File: src/rtl/leve1_pkg.sv
// Shared constants, state type and small decode helpers for the LEVE1 memory/write-back stage.
// Opcode, funct3 and strobe encodings follow the RV64 base ISA.
package leve1_pkg;

  localparam int XLEN  = 64;
  localparam int STRBW = XLEN / 8;

  localparam logic [6:0] OPC_LUI       = 7'b0110111;
  localparam logic [6:0] OPC_AUIPC     = 7'b0010111;
  localparam logic [6:0] OPC_JAL       = 7'b1101111;
  localparam logic [6:0] OPC_JALR      = 7'b1100111;
  localparam logic [6:0] OPC_OP_IMM    = 7'b0010011;
  localparam logic [6:0] OPC_OP        = 7'b0110011;
  localparam logic [6:0] OPC_OP_IMM_32 = 7'b0011011;
  localparam logic [6:0] OPC_OP_32     = 7'b0111011;
  localparam logic [6:0] OPC_LOAD      = 7'b0000011;
  localparam logic [6:0] OPC_STORE     = 7'b0100011;
  localparam logic [6:0] OPC_SYSTEM    = 7'b1110011;

  localparam logic [2:0] F3_LB  = 3'b000;
  localparam logic [2:0] F3_LH  = 3'b001;
  localparam logic [2:0] F3_LW  = 3'b010;
  localparam logic [2:0] F3_LD  = 3'b011;
  localparam logic [2:0] F3_LBU = 3'b100;
  localparam logic [2:0] F3_LHU = 3'b101;
  localparam logic [2:0] F3_LWU = 3'b110;

  localparam logic [1:0] SZ_B = 2'b00;
  localparam logic [1:0] SZ_H = 2'b01;
  localparam logic [1:0] SZ_W = 2'b10;
  localparam logic [1:0] SZ_D = 2'b11;

  localparam logic [STRBW-1:0] STRB_B = 8'h01;
  localparam logic [STRBW-1:0] STRB_H = 8'h03;
  localparam logic [STRBW-1:0] STRB_W = 8'h0F;
  localparam logic [STRBW-1:0] STRB_D = 8'hFF;

  typedef enum logic [1:0] {
    ST_IDLE = 2'd0,
    ST_REQ  = 2'd1,
    ST_WAIT = 2'd2
  } lsu_state_e;

  function automatic logic [STRBW-1:0] size_strobe(input logic [1:0] size);
    logic [STRBW-1:0] strb;
    case (size)
      SZ_B:    strb = STRB_B;
      SZ_H:    strb = STRB_H;
      SZ_W:    strb = STRB_W;
      default: strb = STRB_D;
    endcase
    return strb;
  endfunction

  function automatic logic is_aligned(input logic [1:0] size, input logic [2:0] addr_lo);
    logic ok;
    case (size)
      SZ_B:    ok = 1'b1;
      SZ_H:    ok = (addr_lo[0] == 1'b0);
      SZ_W:    ok = (addr_lo[1:0] == 2'b00);
      default: ok = (addr_lo == 3'b000);
    endcase
    return ok;
  endfunction

  // SYSTEM with funct3 = 0 is ECALL/EBREAK/xRET, which never write rd.
  function automatic logic writes_rd(input logic [6:0] opcode, input logic [2:0] funct3);
    logic we;
    case (opcode)
      OPC_LUI, OPC_AUIPC, OPC_JAL, OPC_JALR,
      OPC_OP_IMM, OPC_OP, OPC_OP_IMM_32, OPC_OP_32,
      OPC_LOAD: we = 1'b1;
      OPC_SYSTEM: we = (funct3 != 3'b000);
      default:    we = 1'b0;
    endcase
    return we;
  endfunction

endpackage

File: src/rtl/leve1_lsu_wb_if.sv
// Bundles the EX input, data-memory port and write-back signals of the LSU/WB stage.
// master is the stage itself; slave is the surrounding pipeline and memory.
interface leve1_lsu_wb_if;
  import leve1_pkg::*;

  logic             IVALID;
  logic             IREADY;
  logic [XLEN-1:0]  IPC;
  logic [31:0]      IINSTR;
  logic [XLEN-1:0]  IRD;
  logic [XLEN-1:0]  IRS2;
  logic [XLEN-1:0]  ICSRD;

  logic             DREQ;
  logic             DWE;
  logic [XLEN-1:0]  DADDR;
  logic [XLEN-1:0]  DWDATA;
  logic [STRBW-1:0] DSTRB;
  logic             DACK;
  logic             DRVALID;
  logic [XLEN-1:0]  DRDATA;

  logic             WB_OVALID;
  logic [XLEN-1:0]  WB_OPC;
  logic             WB_OWE;
  logic [31:0]      WB_OINSTR;
  logic [XLEN-1:0]  WB_ORD;
  logic [XLEN-1:0]  WB_OCSRD;
  logic             MISALIGN;

  modport master (
    input  IVALID, IPC, IINSTR, IRD, IRS2, ICSRD,
    output IREADY,
    output DREQ, DWE, DADDR, DWDATA, DSTRB,
    input  DACK, DRVALID, DRDATA,
    output WB_OVALID, WB_OPC, WB_OWE, WB_OINSTR, WB_ORD, WB_OCSRD, MISALIGN
  );

  modport slave (
    output IVALID, IPC, IINSTR, IRD, IRS2, ICSRD,
    input  IREADY,
    input  DREQ, DWE, DADDR, DWDATA, DSTRB,
    output DACK, DRVALID, DRDATA,
    input  WB_OVALID, WB_OPC, WB_OWE, WB_OINSTR, WB_ORD, WB_OCSRD, MISALIGN
  );

endinterface

File: src/rtl/leve1_lsu_align.sv
// Combinational lane logic: store strobe/data shifting and load lane extraction with extension.
// Callers guarantee the offset is naturally aligned for the access size.
module leve1_lsu_align
  import leve1_pkg::*;
(
  input  logic [1:0]       st_size,
  input  logic [2:0]       st_offset,
  input  logic [XLEN-1:0]  st_data,
  output logic [STRBW-1:0] st_strb,
  output logic [XLEN-1:0]  st_wdata,
  input  logic [2:0]       ld_funct3,
  input  logic [2:0]       ld_offset,
  input  logic [XLEN-1:0]  ld_data,
  output logic [XLEN-1:0]  ld_result
);

  logic [XLEN-1:0] ld_shifted;

  assign st_strb    = size_strobe(st_size) << st_offset;
  assign st_wdata   = st_data << {st_offset, 3'b000};
  assign ld_shifted = ld_data >> {ld_offset, 3'b000};

  always_comb begin
    ld_result = ld_shifted;
    case (ld_funct3)
      F3_LB:  ld_result = {{(XLEN-8){ld_shifted[7]}}, ld_shifted[7:0]};
      F3_LBU: ld_result = {{(XLEN-8){1'b0}}, ld_shifted[7:0]};
      F3_LH:  ld_result = {{(XLEN-16){ld_shifted[15]}}, ld_shifted[15:0]};
      F3_LHU: ld_result = {{(XLEN-16){1'b0}}, ld_shifted[15:0]};
      F3_LW:  ld_result = {{(XLEN-32){ld_shifted[31]}}, ld_shifted[31:0]};
      F3_LWU: ld_result = {{(XLEN-32){1'b0}}, ld_shifted[31:0]};
      default: ld_result = ld_shifted;
    endcase
  end

endmodule

File: src/rtl/leve1_lsu_wb.sv
// LEVE1 memory-access / write-back stage: runs load/store handshakes on the data port
// and registers the retire bundle consumed by decode.
module leve1_lsu_wb
  import leve1_pkg::*;
(
  input logic            CLK,
  input logic            RSTn,
  leve1_lsu_wb_if.master bus
);

  lsu_state_e state, state_next;

  logic [6:0] in_opcode;
  logic [2:0] in_funct3;
  logic       in_is_mem;
  logic       in_aligned;

  logic accept_direct;
  logic accept_mem;
  logic retire_store;
  logic retire_load;

  logic [XLEN-1:0] cap_pc;
  logic [31:0]     cap_instr;
  logic [XLEN-1:0] cap_rd;
  logic [XLEN-1:0] cap_csrd;

  logic             dwe_q;
  logic [XLEN-1:0]  daddr_q;
  logic [XLEN-1:0]  dwdata_q;
  logic [STRBW-1:0] dstrb_q;

  logic            wb_valid_q;
  logic [XLEN-1:0] wb_pc_q;
  logic            wb_we_q;
  logic [31:0]     wb_instr_q;
  logic [XLEN-1:0] wb_rd_q;
  logic [XLEN-1:0] wb_csrd_q;
  logic            misalign_q;

  logic [STRBW-1:0] st_strb;
  logic [XLEN-1:0]  st_wdata;
  logic [XLEN-1:0]  ld_result;

  assign in_opcode  = bus.IINSTR[6:0];
  assign in_funct3  = bus.IINSTR[14:12];
  assign in_is_mem  = (in_opcode == OPC_LOAD) || (in_opcode == OPC_STORE);
  assign in_aligned = is_aligned(in_funct3[1:0], bus.IRD[2:0]);

  // Store lanes come from the live inputs at accept; load lanes from the captured instruction.
  leve1_lsu_align u_align (
    .st_size   (in_funct3[1:0]),
    .st_offset (bus.IRD[2:0]),
    .st_data   (bus.IRS2),
    .st_strb   (st_strb),
    .st_wdata  (st_wdata),
    .ld_funct3 (cap_instr[14:12]),
    .ld_offset (cap_rd[2:0]),
    .ld_data   (bus.DRDATA),
    .ld_result (ld_result)
  );

  always_ff @(posedge CLK or negedge RSTn) begin
    if (!RSTn) state <= ST_IDLE;
    else       state <= state_next;
  end

  always_comb begin
    state_next    = state;
    accept_direct = 1'b0;
    accept_mem    = 1'b0;
    retire_store  = 1'b0;
    retire_load   = 1'b0;
    case (state)
      ST_IDLE: begin
        if (bus.IVALID) begin
          if (in_is_mem && in_aligned) begin
            accept_mem = 1'b1;
            state_next = ST_REQ;
          end else begin
            accept_direct = 1'b1;
          end
        end
      end
      ST_REQ: begin
        if (bus.DACK) begin
          if (dwe_q) begin
            retire_store = 1'b1;
            state_next   = ST_IDLE;
          end else begin
            state_next = ST_WAIT;
          end
        end
      end
      ST_WAIT: begin
        if (bus.DRVALID) begin
          retire_load = 1'b1;
          state_next  = ST_IDLE;
        end
      end
      default: state_next = ST_IDLE;
    endcase
  end

  // Memory operands are latched at accept so the request stays stable until DACK.
  always_ff @(posedge CLK or negedge RSTn) begin
    if (!RSTn) begin
      cap_pc    <= '0;
      cap_instr <= '0;
      cap_rd    <= '0;
      cap_csrd  <= '0;
      dwe_q     <= 1'b0;
      daddr_q   <= '0;
      dwdata_q  <= '0;
      dstrb_q   <= '0;
    end else if (accept_mem) begin
      cap_pc    <= bus.IPC;
      cap_instr <= bus.IINSTR;
      cap_rd    <= bus.IRD;
      cap_csrd  <= bus.ICSRD;
      dwe_q     <= (in_opcode == OPC_STORE);
      daddr_q   <= {bus.IRD[XLEN-1:3], 3'b000};
      dwdata_q  <= st_wdata;
      dstrb_q   <= st_strb;
    end
  end

  // Retire bundle; a misaligned memory op retires like a non-memory op but never writes rd.
  always_ff @(posedge CLK or negedge RSTn) begin
    if (!RSTn) begin
      wb_valid_q <= 1'b0;
      wb_pc_q    <= '0;
      wb_we_q    <= 1'b0;
      wb_instr_q <= '0;
      wb_rd_q    <= '0;
      wb_csrd_q  <= '0;
      misalign_q <= 1'b0;
    end else begin
      wb_valid_q <= accept_direct || retire_store || retire_load;
      misalign_q <= accept_direct && in_is_mem;
      if (accept_direct) begin
        wb_pc_q    <= bus.IPC;
        wb_we_q    <= !in_is_mem && writes_rd(in_opcode, in_funct3);
        wb_instr_q <= bus.IINSTR;
        wb_rd_q    <= bus.IRD;
        wb_csrd_q  <= bus.ICSRD;
      end else if (retire_store || retire_load) begin
        wb_pc_q    <= cap_pc;
        wb_we_q    <= writes_rd(cap_instr[6:0], cap_instr[14:12]);
        wb_instr_q <= cap_instr;
        wb_rd_q    <= retire_load ? ld_result : cap_rd;
        wb_csrd_q  <= cap_csrd;
      end
    end
  end

  assign bus.IREADY    = (state == ST_IDLE);
  assign bus.DREQ      = (state == ST_REQ);
  assign bus.DWE       = dwe_q;
  assign bus.DADDR     = daddr_q;
  assign bus.DWDATA    = dwdata_q;
  assign bus.DSTRB     = dstrb_q;
  assign bus.WB_OVALID = wb_valid_q;
  assign bus.WB_OPC    = wb_pc_q;
  assign bus.WB_OWE    = wb_we_q;
  assign bus.WB_OINSTR = wb_instr_q;
  assign bus.WB_ORD    = wb_rd_q;
  assign bus.WB_OCSRD  = wb_csrd_q;
  assign bus.MISALIGN  = misalign_q;

endmodule

File: src/flat_wrapper.sv
// flat-port wrapper written by rule: the top's interface ports become plain ports
module leve1_lsu_wb_flat import leve1_pkg::*;
  (CLK, RSTn, bus_IVALID, bus_IPC, bus_IINSTR, bus_IRD, bus_IRS2, bus_ICSRD, bus_IREADY, bus_DREQ, bus_DWE, bus_DADDR, bus_DWDATA, bus_DSTRB, bus_DACK, bus_DRVALID, bus_DRDATA, bus_WB_OVALID, bus_WB_OPC, bus_WB_OWE, bus_WB_OINSTR, bus_WB_ORD, bus_WB_OCSRD, bus_MISALIGN);
  leve1_lsu_wb_if bus_i ();
  input logic CLK;
  input logic RSTn;
  input wire logic [$bits(bus_i.IVALID)-1:0] bus_IVALID;
  input wire logic [$bits(bus_i.IPC)-1:0] bus_IPC;
  input wire logic [$bits(bus_i.IINSTR)-1:0] bus_IINSTR;
  input wire logic [$bits(bus_i.IRD)-1:0] bus_IRD;
  input wire logic [$bits(bus_i.IRS2)-1:0] bus_IRS2;
  input wire logic [$bits(bus_i.ICSRD)-1:0] bus_ICSRD;
  output wire logic [$bits(bus_i.IREADY)-1:0] bus_IREADY;
  output wire logic [$bits(bus_i.DREQ)-1:0] bus_DREQ;
  output wire logic [$bits(bus_i.DWE)-1:0] bus_DWE;
  output wire logic [$bits(bus_i.DADDR)-1:0] bus_DADDR;
  output wire logic [$bits(bus_i.DWDATA)-1:0] bus_DWDATA;
  output wire logic [$bits(bus_i.DSTRB)-1:0] bus_DSTRB;
  input wire logic [$bits(bus_i.DACK)-1:0] bus_DACK;
  input wire logic [$bits(bus_i.DRVALID)-1:0] bus_DRVALID;
  input wire logic [$bits(bus_i.DRDATA)-1:0] bus_DRDATA;
  output wire logic [$bits(bus_i.WB_OVALID)-1:0] bus_WB_OVALID;
  output wire logic [$bits(bus_i.WB_OPC)-1:0] bus_WB_OPC;
  output wire logic [$bits(bus_i.WB_OWE)-1:0] bus_WB_OWE;
  output wire logic [$bits(bus_i.WB_OINSTR)-1:0] bus_WB_OINSTR;
  output wire logic [$bits(bus_i.WB_ORD)-1:0] bus_WB_ORD;
  output wire logic [$bits(bus_i.WB_OCSRD)-1:0] bus_WB_OCSRD;
  output wire logic [$bits(bus_i.MISALIGN)-1:0] bus_MISALIGN;
  assign bus_i.IVALID = bus_IVALID;
  assign bus_i.IPC = bus_IPC;
  assign bus_i.IINSTR = bus_IINSTR;
  assign bus_i.IRD = bus_IRD;
  assign bus_i.IRS2 = bus_IRS2;
  assign bus_i.ICSRD = bus_ICSRD;
  assign bus_IREADY = bus_i.IREADY;
  assign bus_DREQ = bus_i.DREQ;
  assign bus_DWE = bus_i.DWE;
  assign bus_DADDR = bus_i.DADDR;
  assign bus_DWDATA = bus_i.DWDATA;
  assign bus_DSTRB = bus_i.DSTRB;
  assign bus_i.DACK = bus_DACK;
  assign bus_i.DRVALID = bus_DRVALID;
  assign bus_i.DRDATA = bus_DRDATA;
  assign bus_WB_OVALID = bus_i.WB_OVALID;
  assign bus_WB_OPC = bus_i.WB_OPC;
  assign bus_WB_OWE = bus_i.WB_OWE;
  assign bus_WB_OINSTR = bus_i.WB_OINSTR;
  assign bus_WB_ORD = bus_i.WB_ORD;
  assign bus_WB_OCSRD = bus_i.WB_OCSRD;
  assign bus_MISALIGN = bus_i.MISALIGN;
  leve1_lsu_wb u_core (.CLK(CLK), .RSTn(RSTn), .bus(bus_i));
endmodule
File: config.mk
export PLATFORM = sky130hd
export DESIGN_NAME = leve1_lsu_wb_flat
export DESIGN_NICKNAME = d
export VERILOG_FILES = /design/src/rtl/leve1_pkg.sv /design/src/rtl/leve1_lsu_wb_if.sv /design/src/rtl/leve1_lsu_align.sv /design/src/rtl/leve1_lsu_wb.sv /design/src/flat_wrapper.sv
export SDC_FILE = /design/constraint.sdc
export NUM_CORES = 1
export LEC_CHECK = 0
export CORE_AREA = 2 2 283 285
export CTS_CLUSTER_SIZE = 16
export DETAILED_ROUTE_END_ITERATION = 16
export DIE_AREA = 0 0 285 287
export MAX_ROUTING_LAYER = met4
export PLACE_DENSITY = 0.56
export SLEW_MARGIN = 20
export SYNTH_ARGS = -nofsm -noshare
export SYNTH_HDL_FRONTEND = slang
export SYNTH_SLANG_ARGS = --single-unit
File: constraint.sdc
create_clock -name CLK -period 2.84 [get_ports CLK]
set_input_delay 0.568 -clock CLK [delete_from_list [all_inputs] [get_ports CLK]]
set_output_delay 0.568 -clock CLK [all_outputs]
set_load 0.01 [all_outputs]
## Word level (Yosys, flattened, before mapping)

Cells that the tools add are included.

| word-level totals | value |
|---|---|
| flip-flop bits (word level) | 587 |
| input bits | 357 |
| logic and storage cells | 107 |

| cells by class | value |
|---|---|
| multiplexer cells | 34 |
| eq/ne operators | 34 |
| bitwise operators | 1 |
| shift operators | 3 |
| reductions and logical operators | 19 |

Operators with widths:

| kind | count |
|---|---|
| $mux W64 | 7 |
| $pmux W64 S6 | 1 |
| $mux W32 | 2 |
| $shl A64 B6 Y64 | 1 |
| $shr A64 B6 Y64 | 1 |
| $eq A7 B6 Y1 const B | 7 |
| $eq A7 B5 Y1 const B | 6 |
| $eq A7 B7 Y1 const B | 6 |
| $pmux W8 S3 | 1 |
| $reduce_or A9 Y1 | 2 |
| $eq A7 B2 Y1 const B | 2 |
| $mux W1 | 14 |
| $mux W2 | 5 |
| $eq A3 B3 Y1 const B | 3 |
| $shl A8 B3 Y8 | 1 |
| $logic_not A2 Y1 | 3 |
| $logic_not A3 Y1 | 2 |
| $pmux W2 S3 | 1 |
| $reduce_bool A3 Y1 | 2 |
| $eq A2 B1 Y1 const B | 2 |
| $eq A2 B2 Y1 const B | 2 |
| $logic_or A1 B1 Y1 | 4 |
| $ne A2 B1 Y1 const B | 2 |
| $ne A2 B2 Y1 const B | 2 |
| other kinds (9) | 12 |

## Logic depth before layout (Yosys ltp)

| logic depth | value |
|---|---|
| depth after elaboration | 9 |
| depth in mapped cells | 9 |

## Modules after synthesis

A second synthesis with hierarchy kept.

| second synthesis, totals | value |
|---|---|
| cell total of the unflattened synthesis | 2152 |
| area, all modules | 26900.8 um^2 |

Modules (own cells, without submodules):

| module | area an instance (um^2) | cells each | instances |
|---|---|---|---|
| leve1_lsu_wb | 22680.5 | 1632 | 1 |
| leve1_lsu_align | 4220.3 | 520 | 1 |

## Worst setup path after synthesis

Ideal clock, no wire load.

| timing path | value |
|---|---|
| kind | input-to-reg |
| start point | input bus_IINSTR[4] |
| end point | register u_core.dstrb_q[1] (netlist: u_core.bus.DSTRB[1]) |
| data arrival time | 1987 ps |
| slack | 718 ps |
| stages | 7 |
| path through | or4_4 -> nor2_4 -> nand4_2 -> clkbuf_1 -> clkbuf_1 -> nand2_1 -> o31ai_1 |

| on the way | value |
|---|---|
| longest elaborated chain between the ends | 6 |
| elaborated cells on any way between the ends | 7 |
| those cells by class | eq/ne: 2; mux: 3; reduce/logical: 2 |

RTL lines:

| element | RTL line | RTL |
|---|---|---|
| start, declared | flat_wrapper.sv:9 | `input wire logic [$bits(bus_i.IINSTR)-1:0] bus_IINSTR;` |
| $eq A7 B2 Y1 / $eq A7 B6 Y1 (equally long branches) | leve1_lsu_wb.sv:47 | `assign in_is_mem = (in_opcode == OPC_LOAD) \|\| (in_opcode == OPC_STORE);` |
| $logic_or A1 B1 Y1 * | leve1_lsu_wb.sv:47 |  |
| $logic_and A1 B1 Y1 * | leve1_lsu_wb.sv:77 | `if (in_is_mem && in_aligned) begin` |
| $mux W1 * | leve1_lsu_wb.sv:77 |  |
| $mux W1 * | leve1_lsu_wb.sv:76 | `if (bus.IVALID) begin` |
| $mux W1 * | leve1_lsu_wb.sv:74 | `case (state)` |
| end signal, assigned | leve1_lsu_wb.sv:124 | `dstrb_q <= st_strb;` |
| end, declared | leve1_lsu_wb.sv:31 | `logic [STRBW-1:0] dstrb_q;` |

Every way passes the cells marked *; elsewhere a longest branch is shown, timed or not.
A chain may end at the register's enable or synchronous reset.

## Final worst setup path

| timing path | value |
|---|---|
| start point | register u_core.cap_rd[2] |
| end point | register u_core.wb_rd_q[47] (netlist: u_core.bus.WB_ORD[47]) |

| on the way | value |
|---|---|
| longest elaborated chain between the ends | 5 |

RTL lines:

| element | RTL line | RTL |
|---|---|---|
| start, declared | leve1_lsu_wb.sv:25 | `logic [XLEN-1:0] cap_rd;` |
| start signal, assigned | leve1_lsu_wb.sv:119 | `cap_rd <= bus.IRD;` |
| $shr A64 B6 Y64 | leve1_lsu_align.sv:21 | `assign ld_shifted = ld_data >> {ld_offset, 3'b000};` |
| $pmux W64 S6 | leve1_lsu_align.sv:25 | `case (ld_funct3)` |
| $mux W64 | leve1_lsu_wb.sv:151 | `wb_rd_q <= retire_load ? ld_result : cap_rd;` |
| $mux W64 | leve1_lsu_wb.sv:147 | `end else if (retire_store \|\| retire_load) begin` |
| $mux W64 | leve1_lsu_wb.sv:141 | `if (accept_direct) begin` |
| end signal, assigned | leve1_lsu_wb.sv:145 | `wb_rd_q <= bus.IRD;` |
| end signal, assigned | leve1_lsu_wb.sv:151 |  |
| end, declared | leve1_lsu_wb.sv:37 | `logic [XLEN-1:0] wb_rd_q;` |

Every way passes these cells. The select of a mux whose other input is x is not followed.

==> results.md <==
* Ys Warns at 0
* Mapped Area at about 0.026 sq mm
* CP startpoint kind: flop
* Clock skew at approximately 15 ps
* R2R setup slack at 210 ps
* Worst-case reg-to-reg path depth at 7
* Clock root buffer: clkbuf_16
* Mux cell area share after synthesis at under 10%
* Crit path DAT at 3170 ps
* Initial core utilization at 32.9%
* Synth Area in Simple Gates at 22.6%
* Dpl cell area at 0.0346 sq mm
* Vias in the first global route at 23,304
* CTS tree: built
* Clock period minus worst slack at 2630 ps
* Hold buffers post-CTS at 1
* TritonCTS Buffers at 59
* Post-Synth Adder-Cell Area at 0%
* Most used DFF post-synth: dfrtp_1
* Synth Area in XOR/XNOR at 0%
* Worst path most repeated cell: buf_4
* WHS Endpoint: u_core.cap_rd[0]
* Post-Route WL at around 100 mm
* CTS H-tree depth at 2
* CTS clk-pin slew, worst paths at approximately 70 ps
* Leakage power at 16.8 nW
* CP Capture Type: flop
* Setup TNS at 0 ps
* CP max stage cell: dfrtp_1
* F_max at around 380 MHz
* Clk_lat worst skew at 630 ps
* RD Place Congestion at 0.894
* VDD IR max at 0.000451 V
* Tot GR Track Use at 24.2%
* FP Rows at 103
* Pwr per Cell Area at approximately 560 mW/mm^2
* Share of layout cells above drive strength 1 at around 8.7%
* Die W at 285 um
* Initial DRT Pass Iterations at 6
* Crit Path Class: reg -> reg
* Synth Area in Compound Gates at ~13%
* Setup-failing EPs final at 0
* Share of synthesized registers carrying an async set or reset at 100%
* Setup Slack @ Placement at -64.1 ps
* Longest Clk Path Bufs at 3
* # IOs at 723
* Total grt overflow at 0
* Worst reg2reg endpoint: u_core.bus.WB_ORD[47]
* Port bufs at 719
* Core Footprint at 0.0786 sq mm
* Final Hold Slack at 457 ps
* Total number of vias at between 20,000 and 25,000
* Netlist cell types at 57
* Largest net degree at the start of global routing at 113
* Setup Fix Bufs, Post-CTS at 0
* Worst hold path stage count at 4
* Min-delay src: bus_IRD[0]
* Fin crit share at 92.5%
* Share of the yosys chip area belonging to registers at between 50 and 60%
* Crit path buf inv count at 2
* Syn avg cell area at 8.70 sq um
* Initial antenna violation count at 25
* Max Slew Vio Count at 0
* CP peak stage delay at 570 ps
* CP top delay family: simple AND/OR/NAND/NOR gates
* Post-DR vias/cell at 5.04
* Largest family of logic cells by synthesized area: simple AND/OR/NAND/NOR gates
* Filler Cells Inserted at 7,529
* Post-CTS sizing at 0
* Worst slew margin at 43.6%
* Status: completed
* CP max FO at 15
* Post-DRT Antenna Nets at 0
* Clock sink total at between 500 and 600
* Number of flops mapped to enable cells by yosys at 0
* Layout net count at between 3,000 and 4,000
* Yosys reg bits at 526
* Hold Crit Class: in -> reg
* First-pass GRT wire length at 148 mm
* Post-Route Utilization at 46.7%
* CP required at 3380 ps
* Die footprint at between 0.08 and 0.09 sq mm
* Layout area overhead at 42.1%
* Cell count after synthesis at 2,969
* Worst r2r src: u_core.cap_rd[2]
* Post-DP HPWL at around 72 mm
* Total of max-cap violations at 0
* Final Cell Area at roughly 0.037 sq mm
* Unrepaired setup endpoints after global routing: no
* Post-DR wirelength/cell at 20.9 um
* Worst Max-Slew Pin Slew at 844 ps
* Post-route worst setup slack at 212 ps
* Final Hold Violating Endpoints at 0
* Initial drt markers at 1,702
* Die extent in y at roughly 290 um
* Cell Chain, Critical Path: buf_4 -> nor2b_1 -> nand3_1 -> a211oi_1 -> buf_4 -> a21oi_1 -> o211ai_1
* DRC at 0
worst register-to-register path, cell delays in order (launching register included):
cell and delay, ps:
dfrtp_1 570, buf_4 290, nor2b_1 530, nand3_1 440
a211oi_1 410, buf_4 190, a21oi_1 40, o211ai_1 100
worst max-delay path by stage:
stage | end | slack [ps] | depth (start not counted) | start
global placement | u_core.bus.WB_OCSRD[32] | -9 | 9 | bus_IINSTR[4]
finish | u_core.bus.WB_ORD[47] | 210 | 7 | u_core.cap_rd[2]
detailed placement | u_core.bus.WB_OCSRD[35] | -60 | 9 | bus_IINSTR[4]
CTS | bus_IREADY | 220 | 2 | u_core.state[0]
global route | u_core.bus.WB_ORD[47] | 100 | 7 | u_core.cap_rd[2]
floorplan | u_core.bus.DSTRB[1] | 720 | 7 | bus_IINSTR[4]
sequential cells by signal, summed over array words and instances, names as in the netlist, 63 cells and up:
name                 flops
u_core.cap_csrd         64
u_core.bus.WB_ORD       64
u_core.bus.WB_OCSRD     64
u_core.bus.DWDATA       64
u_core.cap_rd           63
u_core.cap_pc           64
u_core.bus.WB_OPC       64
kinds of logic after synthesis:
| family | Yosys count |
|---|---|
| mux | 176 |
| compound gates | 504 |
| other cells | 1 |
| flops | 526 |
| buf+inv | 297 |
| simple gates | 1465 |
cell type report:
class	count	area, sq um	share of cell area, %
clock buffers	76	1680	4.58
multi-input cells	2148	11200	30.4
clock inverters	34	410	1.12
inverters	5	18.8	0.0511
flip-flops and latches	526	13200	35.9
diodes	25	62.6	0.170
well taps	1050	1310	3.58
repair buffers	866	8890	24.2
routing by layer:
layer,GRT usage (%),vias up,wire [um]
li1,-,11279,-
met1,30.4,11500,41300
met2,37.6,880,46700
met3,6.14,177,7710
met4,8.98,0,3400
met5,-,-,0
through the flow:
| stage | power, mW | instances |
|---|---|---|
| 2_1_floorplan | 10.2 | 2971 |
| 3_3_place_gp | 12.5 | 4594 |
| 3_5_place_dp | 12.6 | 4594 |
| 4_1_cts | 20.9 | 4705 |
| 5_1_grt | 21.5 | 4730 |
| 6_report | 20.6 | 4730 |
synth_stat cells (10+ instances only):
library cell	instances	share of area (%)
nand3_1	29	0.56
nand2b_1	11	0.27
nor3_1	26	0.50
a31oi_1	164	4.0
nor2_1	228	3.3
o21ai_0	39	0.76
buf_4	85	2.5
nor3b_1	10	0.29
o21a_1	11	0.32
nand2_1	1105	16
a221oi_1	13	0.44
o31ai_1	21	0.61
nor2b_1	25	0.61
o211ai_1	28	0.81
buf_2	79	1.5
clkbuf_1	115	1.7
a22oi_1	33	0.96
mux2_2	31	1.4
a21o_1	11	0.32
mux2i_1	130	5.0
a211oi_1	36	1.0
a21oi_1	92	1.8
o22ai_1	20	0.48
buf_1	10	0.15
mux4_2	15	1.3
dfrtp_1	526	51
where the power goes:
part | switching (mW) | total, mW | internal [mW]
clock | 3.39 | 8.22 | 4.83
sequential | 0.445 | 8.58 | 8.14
combinational | 1.85 | 3.85 | 2.00
cells in the final DEF, fill, tap and decap left out, types with 13 or more instances in the layout:
cell and n:
buf_12 47, nand2_1 1104, buf_4 101, a221oi_1 13, a22oi_1 33, mux4_2 15
clkinv_2 16, nor2b_1 25, o211ai_1 28, dfrtp_1 524, nor2_1 227, mux2_2 31
diode_2 25, clkdlybuf4s50_1 715, o31ai_1 21, o21ai_0 39, nor3_1 26, a21oi_1 92
a31oi_1 163, clkbuf_16 60, mux2i_1 130, a211oi_1 36, o22ai_1 20, nand3_1 29
(Power assumes the default switching activity.)
